[config.mk]
export PLATFORM = sky130hd
export DESIGN_NAME = mem_arbiter
export DESIGN_NICKNAME = d
export VERILOG_FILES = /design/src/rtl/mips_mem_pkg.sv /design/src/rtl/rr_arb2.sv /design/src/rtl/mem_arbiter.sv
export SDC_FILE = /design/constraint.sdc
export NUM_CORES = 1
export LEC_CHECK = 0
export ABC_CLOCK_PERIOD_IN_PS = 2100
export BUFFER_PORTS_ARGS = -buffer_cell sky130_fd_sc_hd__buf_2
export CAP_MARGIN = 40
export CELL_PAD_IN_SITES_DETAIL_PLACEMENT = 1
export CELL_PAD_IN_SITES_GLOBAL_PLACEMENT = 2
export CORE_AREA = 2 2 138 140
export CTS_BUF_LIST = sky130_fd_sc_hd__clkbuf_4
export DETAILED_ROUTE_END_ITERATION = 8
export DIE_AREA = 0 0 140 142
export GPL_TIMING_DRIVEN = 0
export PLACE_DENSITY_LB_ADDON = 0.3
export SYNTH_ARGS = -nofsm -noshare
export SYNTH_HDL_FRONTEND = slang
export SYNTH_SLANG_ARGS = --single-unit
[constraint.sdc]
create_clock -name CLK -period 2.1 [get_ports CLK]
set_input_delay 0.42 -clock CLK [delete_from_list [all_inputs] [get_ports CLK]]
set_output_delay 0.42 -clock CLK [all_outputs]
set_load 0.05 [all_outputs]
[src/rtl/mips_mem_pkg.sv]
// Shared types and sizing helpers for the main-memory arbiter.
// Holds the sequencer state, owner encoding and default block size.
package mips_mem_pkg;

    localparam int BLOCK_WORDS_DEF = 4;

    typedef enum logic [1:0] {
        IDLE  = 2'd0,
        BURST = 2'd1,
        DONE  = 2'd2
    } state_e;

    typedef enum logic {
        OWN_I = 1'b0,
        OWN_D = 1'b1
    } owner_e;

    function automatic int beat_w(input int words);
        return (words > 1) ? $clog2(words) : 1;
    endfunction

endpackage

[src/rtl/rr_arb2.sv]
// Two-way round-robin pick, purely combinational (zero latency, no backpressure).
// A lone request wins outright; a tie goes to the side that did not own last.
module rr_arb2
    import mips_mem_pkg::*;
(
    input  logic req_i,
    input  logic req_d,
    input  logic last_owner,
    output logic win_d
);

    always_comb begin
        win_d = 1'b0;
        if (req_i && req_d) begin
            win_d = (last_owner == OWN_D) ? 1'b0 : 1'b1;
        end else if (req_d) begin
            win_d = 1'b1;
        end
    end

endmodule

[src/rtl/mem_arbiter.sv]
// I/D cache refill + write-back arbiter; one block burst per grant, gnt one cycle after req.
// mem_ready low stalls the burst with all memory outputs held; read beats return one cycle later.
module mem_arbiter
    import mips_mem_pkg::*;
#(
    parameter int ADDR_W      = 32,
    parameter int DATA_W      = 32,
    parameter int BLOCK_WORDS = BLOCK_WORDS_DEF
) (
    input  logic                             CLK,
    input  logic                             reset,
    input  logic                             i_req,
    input  logic [ADDR_W-1:0]                i_addr,
    output logic                             i_gnt,
    output logic                             i_rvalid,
    output logic [DATA_W-1:0]                i_rdata,
    output logic [beat_w(BLOCK_WORDS)-1:0]   i_beat,
    output logic                             i_done,
    input  logic                             d_req,
    input  logic [ADDR_W-1:0]                d_addr,
    input  logic                             d_we,
    output logic                             d_gnt,
    output logic                             d_rvalid,
    output logic [DATA_W-1:0]                d_rdata,
    output logic [beat_w(BLOCK_WORDS)-1:0]   d_beat,
    output logic                             d_done,
    output logic [beat_w(BLOCK_WORDS)-1:0]   d_widx,
    input  logic [DATA_W-1:0]                d_wdata,
    output logic                             mem_en,
    output logic                             mem_we,
    output logic [ADDR_W-1:0]                mem_addr,
    output logic [DATA_W-1:0]                mem_wdata,
    input  logic [DATA_W-1:0]                mem_rdata,
    input  logic                             mem_ready
);

    localparam int BW  = beat_w(BLOCK_WORDS);
    localparam int OFF = BW + 2;

    state_e                  state_q, state_d;
    owner_e                  owner_q, owner_d, last_q, last_d, winner;
    logic [ADDR_W-OFF-1:0]   base_q, base_d;
    logic                    we_q, we_d;
    logic [BW-1:0]           beat_q, beat_d;
    logic                    i_rvalid_q, i_rvalid_d, d_rvalid_q, d_rvalid_d;
    logic [DATA_W-1:0]       i_rdata_q, i_rdata_d, d_rdata_q, d_rdata_d;
    logic [BW-1:0]           i_beat_q, i_beat_d, d_beat_q, d_beat_d;
    logic                    win_d;
    logic [ADDR_W-1:0]       sel_addr;
    logic                    unused_addr_bits;

    rr_arb2 u_rr_arb2 (
        .req_i      (i_req),
        .req_d      (d_req),
        .last_owner (last_q),
        .win_d      (win_d)
    );

    assign winner           = owner_e'(win_d);
    assign sel_addr         = (winner == OWN_D) ? d_addr : i_addr;
    assign unused_addr_bits = &{1'b0, sel_addr[OFF-1:0]};

    always_comb begin
        state_d    = state_q;
        owner_d    = owner_q;
        last_d     = last_q;
        base_d     = base_q;
        we_d       = we_q;
        beat_d     = beat_q;
        i_rvalid_d = 1'b0;
        d_rvalid_d = 1'b0;
        i_rdata_d  = i_rdata_q;
        d_rdata_d  = d_rdata_q;
        i_beat_d   = i_beat_q;
        d_beat_d   = d_beat_q;
        case (state_q)
            IDLE: begin
                if (i_req || d_req) begin
                    state_d = BURST;
                    owner_d = winner;
                    last_d  = winner;
                    base_d  = sel_addr[ADDR_W-1:OFF];
                    we_d    = (winner == OWN_D) && d_we;
                    beat_d  = '0;
                end
            end
            BURST: begin
                if (mem_ready) begin
                    beat_d = beat_q + 1'b1;
                    // Read beats are captured for the owner only; writes return nothing.
                    if (!we_q) begin
                        if (owner_q == OWN_D) begin
                            d_rvalid_d = 1'b1;
                            d_rdata_d  = mem_rdata;
                            d_beat_d   = beat_q;
                        end else begin
                            i_rvalid_d = 1'b1;
                            i_rdata_d  = mem_rdata;
                            i_beat_d   = beat_q;
                        end
                    end
                    if (beat_q == BW'(BLOCK_WORDS - 1)) begin
                        state_d = DONE;
                    end
                end
            end
            DONE:    state_d = IDLE;
            default: state_d = IDLE;
        endcase
    end

    always_ff @(posedge CLK) begin
        if (!reset) begin
            state_q    <= IDLE;
            owner_q    <= OWN_I;
            last_q     <= OWN_I;
            base_q     <= '0;
            we_q       <= 1'b0;
            beat_q     <= '0;
            i_rvalid_q <= 1'b0;
            d_rvalid_q <= 1'b0;
            i_rdata_q  <= '0;
            d_rdata_q  <= '0;
            i_beat_q   <= '0;
            d_beat_q   <= '0;
        end else begin
            state_q    <= state_d;
            owner_q    <= owner_d;
            last_q     <= last_d;
            base_q     <= base_d;
            we_q       <= we_d;
            beat_q     <= beat_d;
            i_rvalid_q <= i_rvalid_d;
            d_rvalid_q <= d_rvalid_d;
            i_rdata_q  <= i_rdata_d;
            d_rdata_q  <= d_rdata_d;
            i_beat_q   <= i_beat_d;
            d_beat_q   <= d_beat_d;
        end
    end

    assign mem_en    = (state_q == BURST);
    assign mem_we    = mem_en && we_q;
    assign mem_addr  = mem_en ? {base_q, beat_q, 2'b00} : '0;
    assign d_widx    = (mem_en && owner_q == OWN_D && we_q) ? beat_q : '0;
    assign mem_wdata = mem_we ? d_wdata : '0;

    assign i_gnt    = (state_q != IDLE) && (owner_q == OWN_I);
    assign d_gnt    = (state_q != IDLE) && (owner_q == OWN_D);
    assign i_done   = (state_q == DONE) && (owner_q == OWN_I);
    assign d_done   = (state_q == DONE) && (owner_q == OWN_D);
    assign i_rvalid = i_rvalid_q;
    assign i_rdata  = i_rdata_q;
    assign i_beat   = i_beat_q;
    assign d_rvalid = d_rvalid_q;
    assign d_rdata  = d_rdata_q;
    assign d_beat   = d_beat_q;

endmodule

Word-level counts from Yosys, hierarchy flattened

Index checks and enable logic that the tools add are counted.

Logic and storage cells: 57
Input bits: 134
Register bits: 104

Muxes and demuxes: 15
Add/sub/neg operators: 1
Reductions and logical operators: 19
Equal/unequal tests: 6
Bitwise logic cells: 5

Operators with widths:

| cell                                                 | count |
|---|---|
| two-way mux 32 bit                                   | 3 |
| two-way mux 2 bit                                    | 6 |
| logical AND 1 bit                                    | 9 |
| one-hot mux 2 bit (2 select lines)                   | 2 |
| AND reduction 4 bit                                  | 2 |
| AND reduction 3 bit                                  | 2 |
| inverter 1 bit                                       | 5 |
| equality test 2 bit (second input constant)          | 2 |
| two-way mux 1 bit                                    | 4 |
| != test 2 x 1 -> 1 bit (second input constant)       | 2 |
| nonzero test 2 bit                                   | 2 |
| OR reduction 4 bit                                   | 1 |
| adder 2 x 1 -> 2 bit (second input constant)         | 1 |
| equality test 2 x 1 -> 1 bit (second input constant) | 1 |
| logical NOT 2 bit                                    | 1 |
| != test 2 bit (second input constant)                | 1 |
| AND reduction 2 bit                                  | 1 |
| logical OR 1 bit                                     | 1 |

Longest topological paths before layout

Depth in word-level cells: 4
Gate-level depth with buffers: 5
Gate-level depth less buffers: 4

Cells and area by module

Synthesis repeated with hierarchy kept, for this count alone.

Cells, all modules: 506
Area, all modules: 4,694.5 um2

Modules (own cells, without submodules):

| module      | sequential area each (um2) | area each (um2) | cells each | instances |
|---|---|---|---|---|
| mem_arbiter | 2,082.0                    | 4,683.2         | 505        | 1 |
| rr_arb2     | 0.0                        | 11.3            | 1          | 1 |

Least setup slack after synthesis

OpenSTA, ideal clock, no wires.

Path type: register to output
Start point: reg state_q[0]
End point: out mem_addr[23]
Buffers on the path: 1
Slack: 30 ps
Cell stages (with the launch flop): 4
Arrival time: 1,650 ps
Required time: 1,680 ps
Cell sequence: dfxtp_1 > nor2b_4 > clkbuf_1 > and2_1

Word-level cells in the longest chain between the ends: 2

Ends and longest elaborated chain:

| item                         | line               | RTL |
|---|---|---|
| start: declaration           | mem_arbiter.sv:40  | `state_e state_q, state_d;` |
| start signal: assignment     | mem_arbiter.sv:127 | `state_q <= state_d;` |
| equality test 2 x 1 -> 1 bit | mem_arbiter.sv:142 | `assign mem_en = (state_q == BURST);` |
| named net mem_en             | mem_arbiter.sv:29  | `output logic mem_en,` |
| two-way mux 32 bit           | mem_arbiter.sv:144 | `assign mem_addr = mem_en ? {base_q, beat_q, 2'b00} : '0;` |
| end: declaration             | mem_arbiter.sv:31  | `output logic [ADDR_W-1:0] mem_addr,` |

The timed path passes the listed nets, and every way through them passes these cells.

Worst setup path after layout

Start point: reg state_q[0]
End point: out mem_wdata[30]

Word-level cells in the longest chain between the ends: 3

Ends and longest elaborated chain:

| item                         | line               | RTL |
|---|---|---|
| equality test 2 x 1 -> 1 bit | mem_arbiter.sv:142 |  |
| logical AND 1 bit            | mem_arbiter.sv:143 | `assign mem_we = mem_en && we_q;` |
| two-way mux 32 bit           | mem_arbiter.sv:146 | `assign mem_wdata = mem_we ? d_wdata : '0;` |
| end: declaration             | mem_arbiter.sv:32  | `output logic [DATA_W-1:0] mem_wdata,` |

No other way between the ends.

==> impl_metrics.tcl <==
set metrics [dict create \
    fp.coreArea_um2 18500 \
    wl_met3_mm 1.28 \
    min_period_ps 2150 \
    setup_viol 42 \
    fp.dieH_um 142 \
    yosysSeqAreaShare_pct 44.1 \
    grt_pass1_vias 5297 \
    fin_cells 1067 \
    rsz0062_at_grt "true" \
    synth_edf_count 0 \
    wire_per_inst_um 17.5 \
    path_cells "nor2b_4 -> buf_6 -> buf_6 -> buf_8 -> and3_4 -> buf_8" \
    nNetsFinal 962 \
    cap_violations 0 \
    drv_slew 0 \
    synth_flop_cell "dfxtp_1" \
    cts_buffers 9 \
    antenna_left 0 \
    worst_pin_slew_ps 542 \
    wirelength_mm 18.6 \
    grt_max_degree 22 \
    insertion_delay_ps 500 \
    yosysWarnings 0 \
    relSlewSlack_pct 63.8 \
    worst-setup-path-type "register to output port" \
    drcViolationCount 16 \
    p_leak_nw 3.72 \
    cts.path.max_buffers 2 \
    ioPinCount 276 \
    start_util_pct 25.6 \
    met2_length_mm 8.98 \
    cp.required_ps 1680 \
    vias 4898 \
    power.switching_mw 1.61 \
    avgSynthCellArea_um2 8.80 \
    first_pass_iters 9 \
    setup_ws_ps -51.8 \
    gp_congestion 0.781 \
    synthesis.area_um2 4730 \
    drive_gt1_share_pct 48.3 \
    grt_overflow 0 \
    min_path_type "input port to register" \
    post-dp-hpwl_mm 13.9 \
    critPathBufInv 4 \
    violations "DRC, setup timing" \
    ys_types 33 \
    yosys.area.top_type "dfxtp_1" \
    cts.clk_slew.worst_paths_ps 210 \
    ys_seq_elements 104 \
    slowest_stage "dfxtp_4" \
    wl_met1_mm 7.99 \
    critPathMaxStageDelay_ps 400 \
    synth_area_leaders "dfxtp_1, mux2i_1, nand2_1, a311oi_1, and3_1" \
    placedCellCount 1036 \
    skew_ps 25.5 \
    track_usage_pct 18.2 \
    async_reset_ff_share_pct 0 \
    cp-end-kind "output port" \
    layout_worst_path_cycle_share_pct 102 \
    cts.sinks 104 \
    hold_buffers 0 \
    clockPowerShare_pct 24.2 \
    grt_pass1_wl_mm 28.9 \
    fmax_ghz 0.465 \
    run_status "finished with violations" \
    crit_family "buffers and inverters" \
    cts_tree "yes" \
    drtIter0Drc 162 \
    cts_root_buf "clkbuf_4" \
    pre_cts_slack_ps -67.9 \
    htreeDepth 3 \
    p_int_mw 2.89 \
    area_growth_pct 61.6 \
    vias_per_cell 4.59 \
    yosysMostFrequentCell "nand2_1" \
    ir_drop_mv 0.246 \
    die_w_um 140 \
    io_buffers 264 \
    power_frac_comb_pct 28.3 \
    dr.max_layer_used "met5" \
    crit_arrival_ps 1730 \
    dieArea_um2 19900 \
    num_rows 50 \
    start_kind "register" \
    syn_inst 537 \
    p_seq_share_pct 47.5 \
    pwr_density_cell_nw_per_um2 589 \
    cp_max_fo 5 \
    p_sw_share_pct 35.8 \
    grt_antenna_before_repair 4 \
    synth_top_cell_area_share_pct 44.1 \
    synth.top_cells.by_count "nand2_1, dfxtp_1, mux2i_1, and3_1, and2_1" \
    final_hold_viol_count 0 \
]
==> per-stage QoR <==
| step | utilization (%) | area, um^2 | power [mW] | setup TNS [ps] | hold slack [ps] |
|---|---|---|---|---|---|
| after floorplan | - | 4730 | 2.87 | 0 | 488 |
| after global placement | 34.4 | 6340 | 3.20 | -406 | 442 |
| after detailed placement | 34.4 | 6340 | 3.22 | -380 | 447 |
| after CTS | 40.3 | 7430 | 4.52 | -4840 | 114 |
| after global routing | 41.4 | 7630 | 4.74 | -6180 | 116 |
| final | 41.4 | 7630 | 4.50 | -1260 | 160 |
==> cell families after synthesis <==
group                    after synthesis  share of synthesized area [%]
other                                  1                         0.0794
flip-flops                           104                           44.1
adder cells (fa/ha/maj)                1                          0.265
multiplexers                          68                           14.4
AO/OA/AOI/OAI                         66                           9.72
buffers and inverters                 50                           7.12
AND/OR/NAND/NOR                      247                           24.4
==> placed cells by master (no fill, tap or decap), types with 2 or more instances in the layout <==
| cell | count |
|---|---|
| and2_1 | 3 |
| and2_4 | 30 |
| o21ai_0 | 3 |
| clkinv_8 | 2 |
| buf_2 | 202 |
| o22ai_1 | 2 |
| clkbuf_2 | 3 |
| nand2_1 | 161 |
| clkbuf_1 | 13 |
| clkinvlp_4 | 2 |
| dfxtp_2 | 2 |
| a21oi_1 | 30 |
| dfxtp_1 | 101 |
| buf_8 | 67 |
| a311oi_1 | 28 |
| buf_12 | 8 |
| and3_4 | 33 |
| nor2_1 | 5 |
| inv_8 | 3 |
| buf_4 | 19 |
| nand3_1 | 2 |
| clkbuf_4 | 11 |
| mux2i_1 | 68 |
| buf_6 | 13 |
| conb_1 | 2 |
==> timing repair <==
action | 4_1_cts | 5_1_grt
pin swaps | 22 | 17
buffers inserted | 10 | 2
endpoints found under the setup margin | 68 | 66
hold endpoints to repair | 0 | 0
gates resized for setup | 241 | 64
gates cloned | 3 | 0
==> power groups by stage <==
stage | combinational [mW] | sequential (mW) | clock (mW)
after detailed placement | 1.04 | 2.17 | 0
after global routing | 1.36 | 2.15 | 1.22
after global placement | 1.03 | 2.17 | 0
after floorplan | 0.567 | 2.30 | 0
final | 1.27 | 2.14 | 1.09
after CTS | 1.24 | 2.14 | 1.15
==> worst reg2reg max path: stages, from the launching register on <==
cell      delay [ps]
dfxtp_4          400
nor2b_4          170
buf_6            130
buf_4            110
and4bb_1         200
buf_6            190
buf_12           170
mux2i_1          190
==> metal layers <==
layer	GRT usage [%]	up-vias
met5	0	-
met4	5.53	4
met2	30.6	163
li1	-	2404
met3	5.05	31
met1	22.9	2296
==> area by class of cell <==
type,instances,area [um^2]
inverter,1,3.75
clock inverter,7,81.3
multi-input combinational,384,2550
timing repair buffer,279,2150
buffer,48,397
tap,234,293
fill,2220,10800
clock buffer,9,67.6
antenna,1,2.50
sequential,104,2090
==> worst paths after layout <==
check,start,cells past startpoint,end,slack (ps)
max,state_q[0],6,mem_wdata[30],-50
min,mem_rdata[17],3,i_rdata[17],160
max reg2reg,state_q[0],7,i_beat[0],460
min reg2reg,i_beat[1],2,i_beat[1],470
==> flip-flops by register name, summed over array words and instances (netlist names), 2 cells and up <==
name     flops
d_beat       2
d_rdata     32
i_rdata     32
state_q      2
base_q      28
i_beat       2
beat_q       2
Note: power is estimated with default switching activity, not from simulation.
